## config.mk

```make
export PLATFORM = sky130hd
export DESIGN_NAME = hs_reg_slice
export DESIGN_NICKNAME = d
export VERILOG_FILES = /design/src/rtl/hs_pkg.sv /design/src/rtl/hs_data_reg.sv /design/src/rtl/hs_reg_slice.sv
export SDC_FILE = /design/constraint.sdc
export NUM_CORES = 1
export LEC_CHECK = 0
export BUFFER_PORTS_ARGS = -buffer_cell sky130_fd_sc_hd__buf_2
export CAP_MARGIN = 15
export CORE_AREA = 2 2 39 41
export DETAILED_ROUTE_END_ITERATION = 16
export DIE_AREA = 0 0 41 43
export MAX_ROUTING_LAYER = met4
export PLACE_DENSITY_LB_ADDON = 0.05
export SYNTH_ARGS = -nofsm -noshare
export SYNTH_HDL_FRONTEND = slang
export SYNTH_SLANG_ARGS = --single-unit
```

## constraint.sdc

```tcl
create_clock -name sys_clk -period 1.7 [get_ports sys_clk]
set_input_delay 0 -clock sys_clk [delete_from_list [all_inputs] [get_ports sys_clk]]
set_output_delay 0 -clock sys_clk [all_outputs]
set_load 0.1 [all_outputs]
```

## src/rtl/hs_pkg.sv

```systemverilog
// Shared constants for the valid/ready register slice family.
package hs_pkg;

  // Timing-mode encodings for hs_reg_slice.
  localparam int unsigned HS_BYPASS = 0;
  localparam int unsigned HS_FWD    = 1;
  localparam int unsigned HS_BWD    = 2;
  localparam int unsigned HS_FULL   = 3;

  // Occupancy count type: 0..2 beats.
  typedef logic [1:0] hs_occ_t;

endpackage

```

## src/rtl/hs_data_reg.sv

```systemverilog
// Payload register with load enable and synchronous clear.
module hs_data_reg #(
  parameter int unsigned DATA_W = 3
) (
  input  logic              clk,
  input  logic              clr,
  input  logic              en,
  input  logic [DATA_W-1:0] d,
  output logic [DATA_W-1:0] q
);

  always_ff @(posedge clk) begin
    if (clr) begin
      q <= '0;
    end else if (en) begin
      q <= d;
    end
  end

endmodule

```

## src/rtl/hs_reg_slice.sv

```systemverilog
// Valid/ready register slice with selectable timing mode.
module hs_reg_slice
  import hs_pkg::*;
#(
  parameter int unsigned DATA_W       = 3,
  parameter int unsigned MODE         = HS_FULL,
  parameter int unsigned ZERO_INVALID = 1
) (
  input  logic              sys_clk,
  input  logic              rst,
  input  logic              flush,
  input  logic              up_valid,
  input  logic [DATA_W-1:0] up_data,
  output logic              up_ready,
  output logic              dn_valid,
  output logic [DATA_W-1:0] dn_data,
  input  logic              dn_ready,
  output hs_occ_t           occupancy
);

  logic              dn_valid_raw;
  logic [DATA_W-1:0] dn_data_raw;

  if (MODE == HS_BYPASS) begin : g_bypass
    logic unused_ok;
    assign unused_ok    = ^{sys_clk, rst, flush};
    assign dn_valid_raw = up_valid;
    assign dn_data_raw  = up_data;
    assign up_ready     = dn_ready;
    assign occupancy    = '0;

  end else if (MODE == HS_FWD) begin : g_fwd
    logic              main_v;
    logic [DATA_W-1:0] main_q;
    logic              open;
    logic              up_xfer;
    logic              dn_xfer;

    // Both handshakes are closed during rst and flush so nothing can move.
    assign open         = !rst && !flush;
    assign up_ready     = open && (dn_ready || !main_v);
    assign dn_valid_raw = open && main_v;
    assign dn_data_raw  = main_q;
    assign up_xfer      = up_valid && up_ready;
    assign dn_xfer      = dn_valid_raw && dn_ready;
    assign occupancy    = {1'b0, main_v};

    always_ff @(posedge sys_clk) begin
      if (rst || flush) begin
        main_v <= 1'b0;
      end else if (up_xfer) begin
        main_v <= 1'b1;
      end else if (dn_xfer) begin
        main_v <= 1'b0;
      end
    end

    hs_data_reg #(.DATA_W(DATA_W)) u_main (
      .clk (sys_clk),
      .clr (rst),
      .en  (up_xfer),
      .d   (up_data),
      .q   (main_q)
    );

  end else if (MODE == HS_BWD) begin : g_bwd
    logic              skid_v;
    logic [DATA_W-1:0] skid_q;
    logic              open;
    logic              up_xfer;
    logic              dn_xfer;
    logic              capture;

    assign open         = !rst && !flush;
    assign up_ready     = open && !skid_v;
    assign dn_valid_raw = open && (skid_v || up_valid);
    assign dn_data_raw  = skid_v ? skid_q : up_data;
    assign up_xfer      = up_valid && up_ready;
    assign dn_xfer      = dn_valid_raw && dn_ready;
    // An accepted beat that is not taken straight through parks in skid.
    assign capture      = up_xfer && !dn_xfer;
    assign occupancy    = {1'b0, skid_v};

    always_ff @(posedge sys_clk) begin
      if (rst || flush) begin
        skid_v <= 1'b0;
      end else if (capture) begin
        skid_v <= 1'b1;
      end else if (skid_v && dn_xfer) begin
        skid_v <= 1'b0;
      end
    end

    hs_data_reg #(.DATA_W(DATA_W)) u_skid (
      .clk (sys_clk),
      .clr (rst),
      .en  (capture),
      .d   (up_data),
      .q   (skid_q)
    );

  end else if (MODE == HS_FULL) begin : g_full
    logic              main_v;
    logic              skid_v;
    logic [DATA_W-1:0] main_q;
    logic [DATA_W-1:0] skid_q;
    logic [DATA_W-1:0] main_d;
    logic              open;
    logic              up_xfer;
    logic              dn_xfer;
    logic              main_from_skid;
    logic              main_from_up;
    logic              main_en;
    logic              skid_load;

    assign open         = !rst && !flush;
    assign up_ready     = open && !skid_v;
    assign dn_valid_raw = open && main_v;
    assign dn_data_raw  = main_q;
    assign up_xfer      = up_valid && up_ready;
    assign dn_xfer      = dn_valid_raw && dn_ready;

    // skid_v blocks up_ready, so a skid refill and an upstream load never coincide.
    assign main_from_skid = dn_xfer && skid_v;
    assign main_from_up   = up_xfer && (!main_v || dn_xfer);
    assign skid_load      = up_xfer && main_v && !dn_xfer;
    assign main_en        = main_from_skid || main_from_up;
    assign main_d         = main_from_skid ? skid_q : up_data;
    assign occupancy      = {1'b0, main_v} + {1'b0, skid_v};

    always_ff @(posedge sys_clk) begin
      if (rst || flush) begin
        main_v <= 1'b0;
        skid_v <= 1'b0;
      end else begin
        if (main_en) begin
          main_v <= 1'b1;
        end else if (dn_xfer) begin
          main_v <= 1'b0;
        end
        if (skid_load) begin
          skid_v <= 1'b1;
        end else if (main_from_skid) begin
          skid_v <= 1'b0;
        end
      end
    end

    hs_data_reg #(.DATA_W(DATA_W)) u_main (
      .clk (sys_clk),
      .clr (rst),
      .en  (main_en),
      .d   (main_d),
      .q   (main_q)
    );

    hs_data_reg #(.DATA_W(DATA_W)) u_skid (
      .clk (sys_clk),
      .clr (rst),
      .en  (skid_load),
      .d   (up_data),
      .q   (skid_q)
    );

  end else begin : g_bad_mode
    $error("hs_reg_slice: MODE %0d is not supported (0..3)", MODE);
  end

  assign dn_valid = dn_valid_raw;
  assign dn_data  = ((ZERO_INVALID != 0) && !dn_valid_raw) ? '0 : dn_data_raw;

endmodule

```

==> results.json <==
{
  "drive_above_1_share_pct": 37.7,
  "use_met2_pct": 16.9,
  "cp_cell_sequence": "ha_1 -> buf_2",
  "wl_per_cell_um": 10.9,
  "drt_iter0_markers": 3,
  "crit_family": "buffers and inverters",
  "place_area_um2": 497,
  "yosysUniqueCellTypes": 20,
  "critPathKind": "flop to output pin",
  "syn-cell-area_um2": 410,
  "drc_errors": 0,
  "critPathArrivalTime_ns": 1.35,
  "rows": 14,
  "ys_ff_latch": 8,
  "port_buffers": 14,
  "seq_area_um2": 161,
  "power_mw": 0.418,
  "die_y_um": 43,
  "antenna_found_initial": 0,
  "grtUsageMet3_pct": 3.14,
  "hold_class": "input pin to flop",
  "multi_input_area_um2": 241,
  "crit_path_top_delay_cell": "buf_2",
  "fin_util_pct": 39.0,
  "clockRootBuffer": "clkbuf_4",
  "rsz0062_at_grt": "no",
  "yosys.area.top_type": "dfxtp_1",
  "fin_crit_ns": 1.35,
  "vias": 364,
  "ir_worst_vdd_mv": 0.431,
  "synth_nets": 52,
  "cts_inserted_buffers": 3,
  "viasPerCell": 4.73,
  "grt_use_met1_pct": 15.4,
  "skew_ns": 0.000379,
  "yosysWarningCount": 0,
  "drt_pass1_iterations": 4,
  "grt_use_total_pct": 12.6,
  "clkLatencyLatePin_ns": 0.25,
  "top_usage_layer": "met2",
  "hold_viol_final": 0,
  "tns_ns": 0,
  "crit_path_end_kind": "output pin",
  "synth_top_area_share_pct": 39.0,
  "cts_tree": "yes",
  "grt_pass1_wl_um": 1390,
  "drt_wl_total_um": 840,
  "ctsHtreeMaxLevel": 1,
  "die_x_um": 41,
  "clk_pin_slew_ns": 0.06,
  "p_leak_nw": 0.289,
  "drtAntennaViolNets": 0,
  "yosysSeqAreaShare_pct": 39.0,
  "synth.area.top_cells": "dfxtp_1 (39%), mux2i_1 (15%), nor2_1 (6.4%)",
  "status": "complete, no violations",
  "die_area_mm2": 0.00176,
  "ctsLongestPathBuffers": 2,
  "min_path_cells": 3,
  "cpPeakStageDelay_ns": 0.41,
  "worstRegToRegCells": 4,
  "grt_max_degree": 11,
  "drv_slew": 0,
  "cts_resized": 0,
  "n_fill_cell": 154,
  "grt.overflow.total": 0,
  "min_period_over_period_pct": 79.6,
  "fin_area_um2": 539,
  "worstSetupPathDepth": 2,
  "powerDensity_mw_per_mm2": 774,
  "crit_path_max_fanout": 10,
  "synth_cells": 43,
  "ios": 15,
  "fmax_ghz": 0.739,
  "maxCapViolations": 0,
  "cp_num_buf_inv": 1,
  "worst_pin_slew_ns": 0.488,
  "final_nets": 72,
  "coreArea_mm2": 0.00138,
  "final-setup-viol-count": 0,
  "slew_headroom_pct": 67.7,
  "cp-start-kind": "flop",
  "antenna_cells": 0,
  "areaGrowthSynthToFinish_pct": 31.4,
  "required_ns": 1.70,
  "postSynthAreaPerCell_um2": 9.54,
  "dp_hpwl_um": 662,
  "cts.sinks": 8,
  "grt_pass1_vias": 336,
  "gp_congestion": 0.644,
  "initial_utilization_pct": 29.7
}
cell families after synthesis:
logic type                 share of synthesized area (%)
and+or+nand+nor                                     25.6
AOI/OAI and AO/OA                                   14.0
muxes                                               14.6
DFF                                                 39.0
buffers and inverters                               3.66
adders and majority gates                           3.05
worst paths after layout:
| check | startpoint | to | slack [ns] |
|---|---|---|---|
| setup / recovery | g_full.main_v | occupancy[0] | 0.35 |
| hold / removal | up_data[2] | g_full.u_skid.q[2] | 0.008 |
| setup reg to reg | g_full.main_v | g_full.u_main.q[1] | 0.36 |
| hold reg to reg | g_full.u_skid.q[0] | g_full.u_skid.q[0] | 0.49 |
stage by stage:
step	hold slack [ns]	worst slack [ns]	cells
2_1_floorplan	0.111	-0.115	43
3_3_place_gp	0.258	0.390	72
3_5_place_dp	0.261	0.360	72
4_1_cts	0.00802	0.331	77
5_1_grt	0.00950	0.221	77
6_report	0.00849	0.348	77
layout by cell type (no fill, tap or decap), drive strengths merged:
cell type / count
buf: 14
nor2: 8
dfxtp: 8
mux2i: 6
and3: 3
a211oi: 3
clkbuf: 3
a21oi: 2
dlygate4sd3: 2
and2: 2
nor3: 2
o221a: 1
nand3: 1
inv: 1
nand4: 1
nand2b: 1
o21ai: 1
or2: 1
ha: 1
power by group:
part / internal [mW] / switching (mW) / leakage [nW]
logic: 0.0237 / 0.0481 / 0.210
registers: 0.193 / 0.00504 / 0.0655
clock network: 0.0810 / 0.0667 / 0.0138
total: 0.298 / 0.120 / 0.289
registers in the layout, indices dropped and copies added (netlist names):
name / flops
g_full.u_skid.q: 3
g_full.skid_v: 1
g_full.u_main.q: 3
g_full.main_v: 1
worst reg2reg max path, cell delays in order (launching register included):
cell and delay (ns):
dfxtp_1 0.47, and2_4 0.22, nand3_1 0.16, mux2i_1 0.17
a211oi_1 0.24
final cells by class:
| cell class | instances | area share (%) |
|---|---|---|
| Multi-Input combinational cell | 33 | 44.8 |
| Clock buffer | 3 | 4.18 |
| Timing Repair Buffer | 16 | 16.7 |
| Sequential cell | 8 | 29.9 |
| Tap cell | 16 | 3.71 |
| Inverter | 1 | 0.696 |
cells in the mapped netlist:
cell      instances
o221a_4           1
o21ai_0           1
and2_1            1
a21oi_1           2
mux2i_1           6
nor3_2            1
nor3_1            1
nand3_1           1
nand4_1           1
a211oi_1          3
nand2b_1          1
or2_2             1
and3_1            3
nor2_1            7
ha_1              1
nor2_2            1
buf_6             1
inv_1             1
dfxtp_1           8
and2_4            1
metal layers:
| layer | routed length [um] | part of all wire (%) |
|---|---|---|
| met5 | 0 | 0 |
| met4 | 12 | 1.4 |
| met3 | 68 | 8.1 |
| met2 | 383 | 46 |
| met1 | 377 | 45 |
repair_timing:
action	4_1_cts	5_1_grt
buffers inserted	0	0
endpoints found under the hold margin	2	0
hold buffers	2	0
(Power assumes the default switching activity.)
